[src/rtl/div_share_pkg.sv]
// Shared types and timing helpers for the divider-sharing controller.
// State encoding and latency/timeout helpers used by the RTL and its bench.
package div_share_pkg;

    typedef enum logic [2:0] {
        IDLE   = 3'd0,
        ACCEPT = 3'd1,
        ISSUE  = 3'd2,
        WAIT   = 3'd3,
        RESP   = 3'd4
    } state_e;

    // Cycles from the divider start pulse to its ready pulse.
    function automatic int DIV_LAT(input int n);
        return 2 * n + 2;
    endfunction

    // Watchdog limit: comfortable margin above the divider latency.
    function automatic int default_timeout(input int n);
        return 4 * n + 8;
    endfunction

endpackage

[src/rtl/div_share_ctrl_rr_picker.sv]
// Round-robin picker: the first active request found after last_grant, wrapping.
// Purely combinational.
module rr_picker #(
    parameter  int NREQ = 4,
    localparam int IW   = (NREQ > 1) ? $clog2(NREQ) : 1
) (
    input  logic [NREQ-1:0] req,
    input  logic [IW-1:0]   last_grant,
    output logic [NREQ-1:0] grant,
    output logic [IW-1:0]   grant_idx,
    output logic            any
);

    logic          found_s;
    logic [IW-1:0] idx_s;

    // Rotate the search start past last_grant and take the first active request.
    always_comb begin
        grant     = '0;
        grant_idx = '0;
        found_s   = 1'b0;
        idx_s     = '0;
        for (int k = 1; k <= NREQ; k++) begin
            idx_s = IW'((int'(last_grant) + k) % NREQ);
            if (!found_s && req[idx_s]) begin
                found_s        = 1'b1;
                grant[idx_s]   = 1'b1;
                grant_idx      = idx_s;
            end else begin
                found_s = found_s;
            end
        end
        any = found_s;
    end

endmodule

[src/rtl/div_share_ctrl.sv]
// Shares one external restoring divider among NREQ requesters: round-robin
// arbitration, operand latching, start/ready handshake, divide-by-zero bypass, watchdog.
module div_share_ctrl
    import div_share_pkg::*;
#(
    parameter int N       = 4,
    parameter int NREQ    = 4,
    parameter int TIMEOUT = default_timeout(N)
) (
    input  logic              clk,
    input  logic              reset,
    input  logic [NREQ-1:0]   req_valid,
    input  logic [NREQ*N-1:0] req_a,
    input  logic [NREQ*N-1:0] req_b,
    output logic [NREQ-1:0]   req_ready,
    output logic [NREQ-1:0]   rsp_valid,
    output logic [N-1:0]      rsp_quot,
    output logic [N-1:0]      rsp_rem,
    output logic              rsp_dz,
    output logic              rsp_err,
    output logic              div_start,
    output logic [N-1:0]      div_a,
    output logic [N:0]        div_b,
    input  logic              div_ready,
    input  logic [N-1:0]      div_quot,
    input  logic [N:0]        div_rem
);

    localparam int IW  = (NREQ > 1) ? $clog2(NREQ) : 1;
    localparam int WDW = $clog2(TIMEOUT + 1);

    state_e          state_r, state_n;
    logic [IW-1:0]   last_grant_r, last_grant_n;
    logic [IW-1:0]   grant_idx_r, grant_idx_n;
    logic [WDW-1:0]  wd_cnt_r, wd_cnt_n;
    logic [NREQ-1:0] req_ready_r, req_ready_n;
    logic [NREQ-1:0] rsp_valid_r, rsp_valid_n;
    logic [N-1:0]    rsp_quot_r, rsp_quot_n;
    logic [N-1:0]    rsp_rem_r, rsp_rem_n;
    logic            rsp_dz_r, rsp_dz_n;
    logic            rsp_err_r, rsp_err_n;
    logic            div_start_r, div_start_n;
    logic [N-1:0]    div_a_r, div_a_n;
    logic [N:0]      div_b_r, div_b_n;

    logic [NREQ-1:0] pick_grant_s;
    logic [IW-1:0]   pick_idx_s;
    logic            pick_any_s;
    logic [NREQ-1:0] grant_onehot_s;
    logic            unused_div_rem_msb_s;

    rr_picker #(.NREQ(NREQ)) u_picker (
        .req        (req_valid),
        .last_grant (last_grant_r),
        .grant      (pick_grant_s),
        .grant_idx  (pick_idx_s),
        .any        (pick_any_s)
    );

    // Restoring division always leaves the remainder MSb clear.
    assign unused_div_rem_msb_s = div_rem[N];
    assign grant_onehot_s       = {{(NREQ-1){1'b0}}, 1'b1} << grant_idx_r;

    // Next-state and next-register values; every output is a register.
    always_comb begin
        state_n      = state_r;
        last_grant_n = last_grant_r;
        grant_idx_n  = grant_idx_r;
        wd_cnt_n     = wd_cnt_r;
        req_ready_n  = '0;
        rsp_valid_n  = '0;
        rsp_quot_n   = '0;
        rsp_rem_n    = '0;
        rsp_dz_n     = 1'b0;
        rsp_err_n    = 1'b0;
        div_start_n  = 1'b0;
        div_a_n      = div_a_r;
        div_b_n      = div_b_r;
        case (state_r)
            IDLE: begin
                if (pick_any_s) begin
                    state_n     = ACCEPT;
                    grant_idx_n = pick_idx_s;
                    req_ready_n = pick_grant_s;
                    div_a_n     = req_a[int'(pick_idx_s) * N +: N];
                    div_b_n     = {1'b0, req_b[int'(pick_idx_s) * N +: N]};
                end else begin
                    state_n = IDLE;
                end
            end
            ACCEPT: begin
                last_grant_n = grant_idx_r;
                if (div_b_r == '0) begin
                    state_n     = RESP;
                    rsp_valid_n = grant_onehot_s;
                    rsp_quot_n  = '1;
                    rsp_rem_n   = div_a_r;
                    rsp_dz_n    = 1'b1;
                end else begin
                    state_n     = ISSUE;
                    div_start_n = 1'b1;
                end
            end
            ISSUE: begin
                state_n  = WAIT;
                wd_cnt_n = WDW'(1);
            end
            WAIT: begin
                // A real completion wins over a coincident watchdog expiry.
                if (div_ready) begin
                    state_n     = RESP;
                    rsp_valid_n = grant_onehot_s;
                    rsp_quot_n  = div_quot;
                    rsp_rem_n   = div_rem[N-1:0];
                end else if (wd_cnt_r == WDW'(TIMEOUT)) begin
                    state_n     = RESP;
                    rsp_valid_n = grant_onehot_s;
                    rsp_quot_n  = '1;
                    rsp_err_n   = 1'b1;
                end else begin
                    wd_cnt_n = wd_cnt_r + WDW'(1);
                end
            end
            RESP: begin
                state_n = IDLE;
                div_a_n = '0;
                div_b_n = '0;
            end
            default: begin
                state_n = IDLE;
            end
        endcase
    end

    // State and output registers with synchronous reset.
    always_ff @(posedge clk) begin
        if (reset) begin
            state_r      <= IDLE;
            last_grant_r <= IW'(NREQ - 1);
            grant_idx_r  <= '0;
            wd_cnt_r     <= '0;
            req_ready_r  <= '0;
            rsp_valid_r  <= '0;
            rsp_quot_r   <= '0;
            rsp_rem_r    <= '0;
            rsp_dz_r     <= 1'b0;
            rsp_err_r    <= 1'b0;
            div_start_r  <= 1'b0;
            div_a_r      <= '0;
            div_b_r      <= '0;
        end else begin
            state_r      <= state_n;
            last_grant_r <= last_grant_n;
            grant_idx_r  <= grant_idx_n;
            wd_cnt_r     <= wd_cnt_n;
            req_ready_r  <= req_ready_n;
            rsp_valid_r  <= rsp_valid_n;
            rsp_quot_r   <= rsp_quot_n;
            rsp_rem_r    <= rsp_rem_n;
            rsp_dz_r     <= rsp_dz_n;
            rsp_err_r    <= rsp_err_n;
            div_start_r  <= div_start_n;
            div_a_r      <= div_a_n;
            div_b_r      <= div_b_n;
        end
    end

    assign req_ready = req_ready_r;
    assign rsp_valid = rsp_valid_r;
    assign rsp_quot  = rsp_quot_r;
    assign rsp_rem   = rsp_rem_r;
    assign rsp_dz    = rsp_dz_r;
    assign rsp_err   = rsp_err_r;
    assign div_start = div_start_r;
    assign div_a     = div_a_r;
    assign div_b     = div_b_r;

endmodule

[config.mk]
export PLATFORM = sky130hd
export DESIGN_NAME = div_share_ctrl
export DESIGN_NICKNAME = d
export VERILOG_FILES = /design/src/rtl/div_share_pkg.sv /design/src/rtl/div_share_ctrl_rr_picker.sv /design/src/rtl/div_share_ctrl.sv
export SDC_FILE = /design/constraint.sdc
export NUM_CORES = 1
export LEC_CHECK = 0
export CAP_MARGIN = 10
export CORE_ASPECT_RATIO = 0.6
export CORE_MARGIN = 2
export CORE_UTILIZATION = 47
export CTS_CLUSTER_DIAMETER = 150
export CTS_CLUSTER_SIZE = 28
export DETAILED_ROUTE_END_ITERATION = 16
export HOLD_SLACK_MARGIN = 0.12
export PLACE_DENSITY_LB_ADDON = 0.05
export SLEW_MARGIN = 20
export SYNTH_ARGS = -nofsm -noshare
export SYNTH_HDL_FRONTEND = slang
export SYNTH_SLANG_ARGS = --single-unit
[constraint.sdc]
create_clock -name clk -period 3.7 [get_ports clk]
set_clock_uncertainty 0.1 [all_clocks]
set_input_delay 1.11 -clock clk [delete_from_list [all_inputs] [get_ports clk]]
set_output_delay 1.11 -clock clk [all_outputs]
set_load 0.01 [all_outputs]
==> results of run 1 <==
## final timing paths
kind | end | slack (ns) | cells past startpoint
hold / removal | rsp_valid[1] | 0.40 | 1
setup reg to reg | div_b[1] | 0.57 | 8
hold reg to reg | rsp_valid[1] | 0.40 | 1
setup / recovery | div_a[0] | 0.29 | 8
## per-layer routing
metal,wire [um],up-vias,GRT usage (%)
met2,2950,97,36.5
met3,471,2,4.84
met4,13,0,3.72
met5,0,-,0
li1,-,1236,-
met1,3350,1199,34.9
## registers in the layout, summed over array words and instances (netlist names), 2 cells and up
| register | count |
|---|---|
| div_a | 4 |
| div_b | 4 |
| grant_idx_r | 2 |
| last_grant_r | 2 |
| req_ready | 4 |
| rsp_quot | 4 |
| rsp_rem | 4 |
| rsp_valid | 4 |
| state_r | 3 |
| wd_cnt_r | 5 |
## logic make-up after synthesis
kind of cell | count (synthesis) | synth area share (%)
and+or+nand+nor | 101 | 21.2
AOI/OAI and AO/OA | 84 | 25.9
DFF | 39 | 30.8
buffers and inverters | 27 | 5.14
muxes | 21 | 10.8
adders and majority gates | 10 | 4.94
xor gates and xnor gates | 3 | 1.04
other | 1 | 0.148
## power by group through the flow
stage / registers [mW] / clock network [mW] / logic (mW)
after CTS: 0.601 / 0.370 / 1.47
after global routing: 0.619 / 0.389 / 1.62
after global placement: 0.607 / 0 / 1.45
after detailed placement: 0.610 / 0 / 1.47
final: 0.602 / 0.361 / 1.49
after floorplan: 0.600 / 0 / 0.989
## cell usage in the layout, fill, tap and decap left out, types with 2 or more instances in the layout
master,n
nand2b_1,10
a221o_2,2
and3_1,6
a32o_1,3
nor2_1,25
nor3b_1,2
o22ai_1,3
clkbuf_8,6
nor3_1,8
a211o_1,2
nand2_1,15
a21oi_1,10
inv_1,4
a211oi_1,8
dfxtp_1,39
xor2_1,3
o21a_1,10
a21o_1,5
o21bai_1,5
buf_4,23
mux4_2,2
nand4_1,4
nand3_1,8
o41a_1,4
nor2b_1,5
a22oi_1,7
mux4_1,2
o31ai_1,4
mux2i_1,15
a221o_1,4
nor4_1,2
clkdlybuf4s50_1,73
or3_1,4
ha_1,10
o21ai_0,8
## final cells by class
cell class,instances,share of cell area (%)
multi-input cells,220,46.0
clock buffers,6,2.35
well taps,66,2.35
repair buffers,96,25.7
clock inverters,2,0.995
inverters,4,0.427
flip-flops and latches,39,22.2
==> run metrics, run 1 <==
status=finished clean; critical path's largest stage delay=0.59 ns; Die ar.=6010 sq um; yosys synthesis warning count=0; Final min period=3.41 ns; Synth Cell Area=around 2500 sq um; switching pwr=1.01 mW; dominant synthesized flop cell=dfxtp_1; Reg clk slew, reported paths=0.08 ns; clock sink count=39; syn_area_per_cell=8.85 sq um; ANT nets after route=0; Tightest Pin Transition=0.601 ns; Final GP Congestion=just under 0.9; most common library cells after synthesis=dfxtp_1 (39), nor2_1 (25), mux2i_1 (15), nand2_1 (15); I/O pin count=76; DRT Pass-1 Iters=5; Synth area leaders=dfxtp_1 (31%), mux2i_1 (5.9%), ha_1 (4.9%); share of the synthesized area in the top cell type=30.8%; largest fanout on the critical path=8; port bufs=73; routed wire length=6790 um; Worst R2R Start=last_grant_r[1]; worst skew pair latency=0.28 ns; Post-Syn Instances=286; Num CTS Buffers=5; most frequent cell after synthesis=dfxtp_1; CP Data Arrival Time=between 3 and 4 ns; Seq pwr share=24.6%; core area=5130 sq um; setup_tns=0 ns; Seq/Total Area, Yosys=roughly 30%; Hold/Removal Path Class=reg -> reg; sequential cell area=781 sq um; Filler cells=around 430; Placement Cell Area=3400 sq um; clk buf depth=2; family with the most delay on the worst path=compound AO/OA/AOI/OAI gates; Startpoint Class=primary input; wire per inst=15.7 um; peak supply drop=264 uV; DP Worst Slack=0.0100 ns; worst hold slack=between 0.3 and 0.4 ns; pwr dens=696 nW/um^2; worst-path cell chain=clkdlybuf4s50_1 > or3b_4 > a2111oi_4 > buf_4 > a211oi_2 > or2_1 > o21bai_1 > a32o_1; y dimension of the die=60.8 um; H-tree depth=2; Area growth, synth to finish=39.1%; setup ws final=0.287 ns; Cell variety after synth=61; Vias=2534; vias in the first global route=about 2.3k; Chip Width=98.7 um; GRT Residual Overflow=0; first-pass GRT wire length=11300 um; WP data required=around 3.8 ns; cts hold-fix bufs=0; pin count of the biggest net entering global routing=37; total track usage=a little under a quarter; max cap viols=0; fmax=0.293 GHz; endpoints failing setup=0; Antenna Diode Count=0; Detail Placement HPWL=5250 um; Residual DRC=0; Placed Cells=425; Buf/Inv on CP=2; initial DRC count=between 200 and 250; clock power share=14.7%; Multi-input gate area=1620 sq um; max-slew violations=0; Setup CP Type=in -> reg; post-synthesis async set-or-reset flop share=0%; Root Driver=clkbuf_8; Pint=1.44 mW; RSZ-0062 raised after global routing=no; #FFs+latches synth=39; P_leak=around 1.4 nW; initial antenna violation count=0; Comb power frac=60.7%; fin cells=433; Final Hold Vio Count=0; overall power=2.45 mW; Tcrit/Tclk final=92.2%; post-synth top area cell=dfxtp_1; CP endpoint kind=flop; share of cells above drive strength 1=12.0%; TritonCTS clock tree=yes; postcts setup bufs=0; HP Start=grant_idx_r[1]; Slowest-stage cell, CP=clkdlybuf4s50_1; switching share of total power=41.4%; DR vias/cell=5.85; Net count, final=roughly 420; fin util=68.6%; cell row count=20; Syn Nets=344; CP startpoint=req_valid[2]; fin area=3520 sq um; Initial Util=49.3%; Post-synth EDFFs=0; Relative slew margins=59.8%; CTS-repair resized insts=0
(Power assumes the default switching activity.)
==> inputs of run 2 (changes only) <==
SKIP_CTS_REPAIR_TIMING = 1   (was not set)
==> results of run 2 <==
No change in the layout: final DEF, timing and power equal those of run 1.
==> inputs of run 3 (changes only) <==
CORE_MARGIN = not set   (was 2)
==> run metrics, run 3 (same netlist as run 1, synthesis figures left out) <==
Final GP Congestion=0.870 (-0.24%); setup_tns=0 ns (unchanged); most frequent cells in the layout=clkdlybuf4s50_1 (73), dfxtp_1 (39), nor2_1 (25); Tightest Pin Transition=0.557 ns (-0.0445 ns); wire per inst=15.9 um (+1.4%); most congested layer reported by global routing=met2; core area=5130 sq um (unchanged); fin area=3520 sq um (unchanged); Startpoint Class=primary input; setup ws final=0.341 ns (+0.0540 ns); port bufs=73 (unchanged); clk buf depth=2 (unchanged); max-slew violations=0 (unchanged); Chip Width=96.7 um (-2.0%); Num CTS Buffers=5 (unchanged); first-pass GRT wire length=11100 um (-2.1%); Detail Placement HPWL=5190 um (-1.3%); share of cells above drive strength 1=11.2% (-0.76 points); status=finished clean; DR vias/cell=5.77 (-1.4%); Antenna Diode Count=0 (unchanged); Hold/Removal Path Class=reg -> reg; Residual DRC=0 (unchanged); Final Hold Vio Count=0 (unchanged); initial antenna violation count=0 (unchanged); GRT Residual Overflow=0 (unchanged); fin util=68.6% (unchanged); pwr dens=708 nW/um^2 (+1.7%); Tcrit/Tclk final=90.8% (-1.5 points); Initial Util=49.3% (unchanged); H-tree depth=2 (unchanged); GR Layer Usage met1=36.2% (+1.3 points); total track usage=24.6% (+1.1 points); Root Driver=clkbuf_8; clock sink count=39 (unchanged); Setup CP Type=in -> reg; DP Worst Slack=0.0376 ns (+0.0276 ns); Die ar.=5690 sq um (-5.2%); CP Data Arrival Time=3.47 ns (-0.02 ns); peak supply drop=286 uV (+8.4%); y dimension of the die=58.8 um (-3.3%); routed wire length=6850 um (+0.88%); vias in the first global route=2227 (-4.7%); max cap viols=0 (unchanged); largest fanout on the critical path=6 (-2); Vias=2487 (-1.9%); endpoints failing setup=0 (unchanged); CP endpoint kind=flop; most common cell after layout, fill and taps aside=clkdlybuf4s50_1; pin count of the biggest net entering global routing=37 (unchanged); DRT Pass-1 Iters=5 (unchanged); initial DRC count=164 (-27%); Placed Cells=423 (-0.47%); max reg flops=5 (unchanged); global routing usage on met3=5.23% (+0.39 points); Area growth, synth to finish=39.1% (unchanged); TritonCTS clock tree=yes; fin cells=431 (-0.46%); ANT nets after route=0 (unchanged); P_leak=1.39 nW (-0.36%); Relative slew margins=62.8% (+3.0 points); I/O pin count=76 (unchanged); Reg clk slew, reported paths=0.07 ns (about the same); RSZ-0062 raised after global routing=no; Largest Register=wd_cnt_r; worst skew pair latency=0.30 ns (+0.02 ns); Final min period=3.36 ns (-0.0540 ns); fmax=0.298 GHz (+1.6%); WP data required=3.81 ns (+0.04 ns); Placement Cell Area=3390 sq um (-0.44%); met2 Resource Use GR=37.5% (+1.0 points); cell row count=20 (unchanged); Net count, final=422 (-0.47%)
## run 3: worst max-delay path, cell delays in order
cell             delay, ns
clkdlybuf4s50_1       0.51
mux4_2                0.54
nor2b_2               0.19
a211oi_2              0.30
o21ai_1               0.26
o41a_1                0.48
o31ai_1               0.07
## run 3: stage by stage
stage	hold slack, ns	power [mW]
after floorplan	0.345	1.59
after global placement	0.375	2.04
after detailed placement	0.383	2.06
after CTS	0.406	2.49
after global routing	0.423	2.66
final	0.409	2.49
## run 3: area by class of cell
| cell class | instances | area (sq um) |
|---|---|---|
| clock buffer | 6 | 72.6 |
| clock inverter | 2 | 60.1 |
| fill | 449 | 1610 |
| inverter | 4 | 15.0 |
| multi-input combinational | 220 | 1620 |
| sequential | 39 | 781 |
| tap | 66 | 82.6 |
| timing repair buffer | 94 | 888 |
## run 3: final timing paths
| kind | startpoint | endpoint | slack (ns) | cells past startpoint |
|---|---|---|---|---|
| max | req_valid[3] | div_b[0] | 0.34 | 7 |
| min | grant_idx_r[1] | rsp_valid[2] | 0.41 | 2 |
| max reg2reg | last_grant_r[1] | div_b[0] | 0.56 | 8 |
| min reg2reg | grant_idx_r[1] | rsp_valid[2] | 0.41 | 2 |
## run 3: power breakdown
group	switching, mW	internal [mW]	total [mW]
clock	0.152	0.270	0.421
combinational	0.782	0.688	1.47
sequential	0.0891	0.512	0.601
total	1.02	1.47	2.49
## run 3: routing by layer
metal | vias up | routed length [um]
met1 | 1159 | 3450
met4 | 0 | 33
li1 | 1227 | -
met2 | 96 | 2930
met5 | - | 0
met3 | 5 | 428
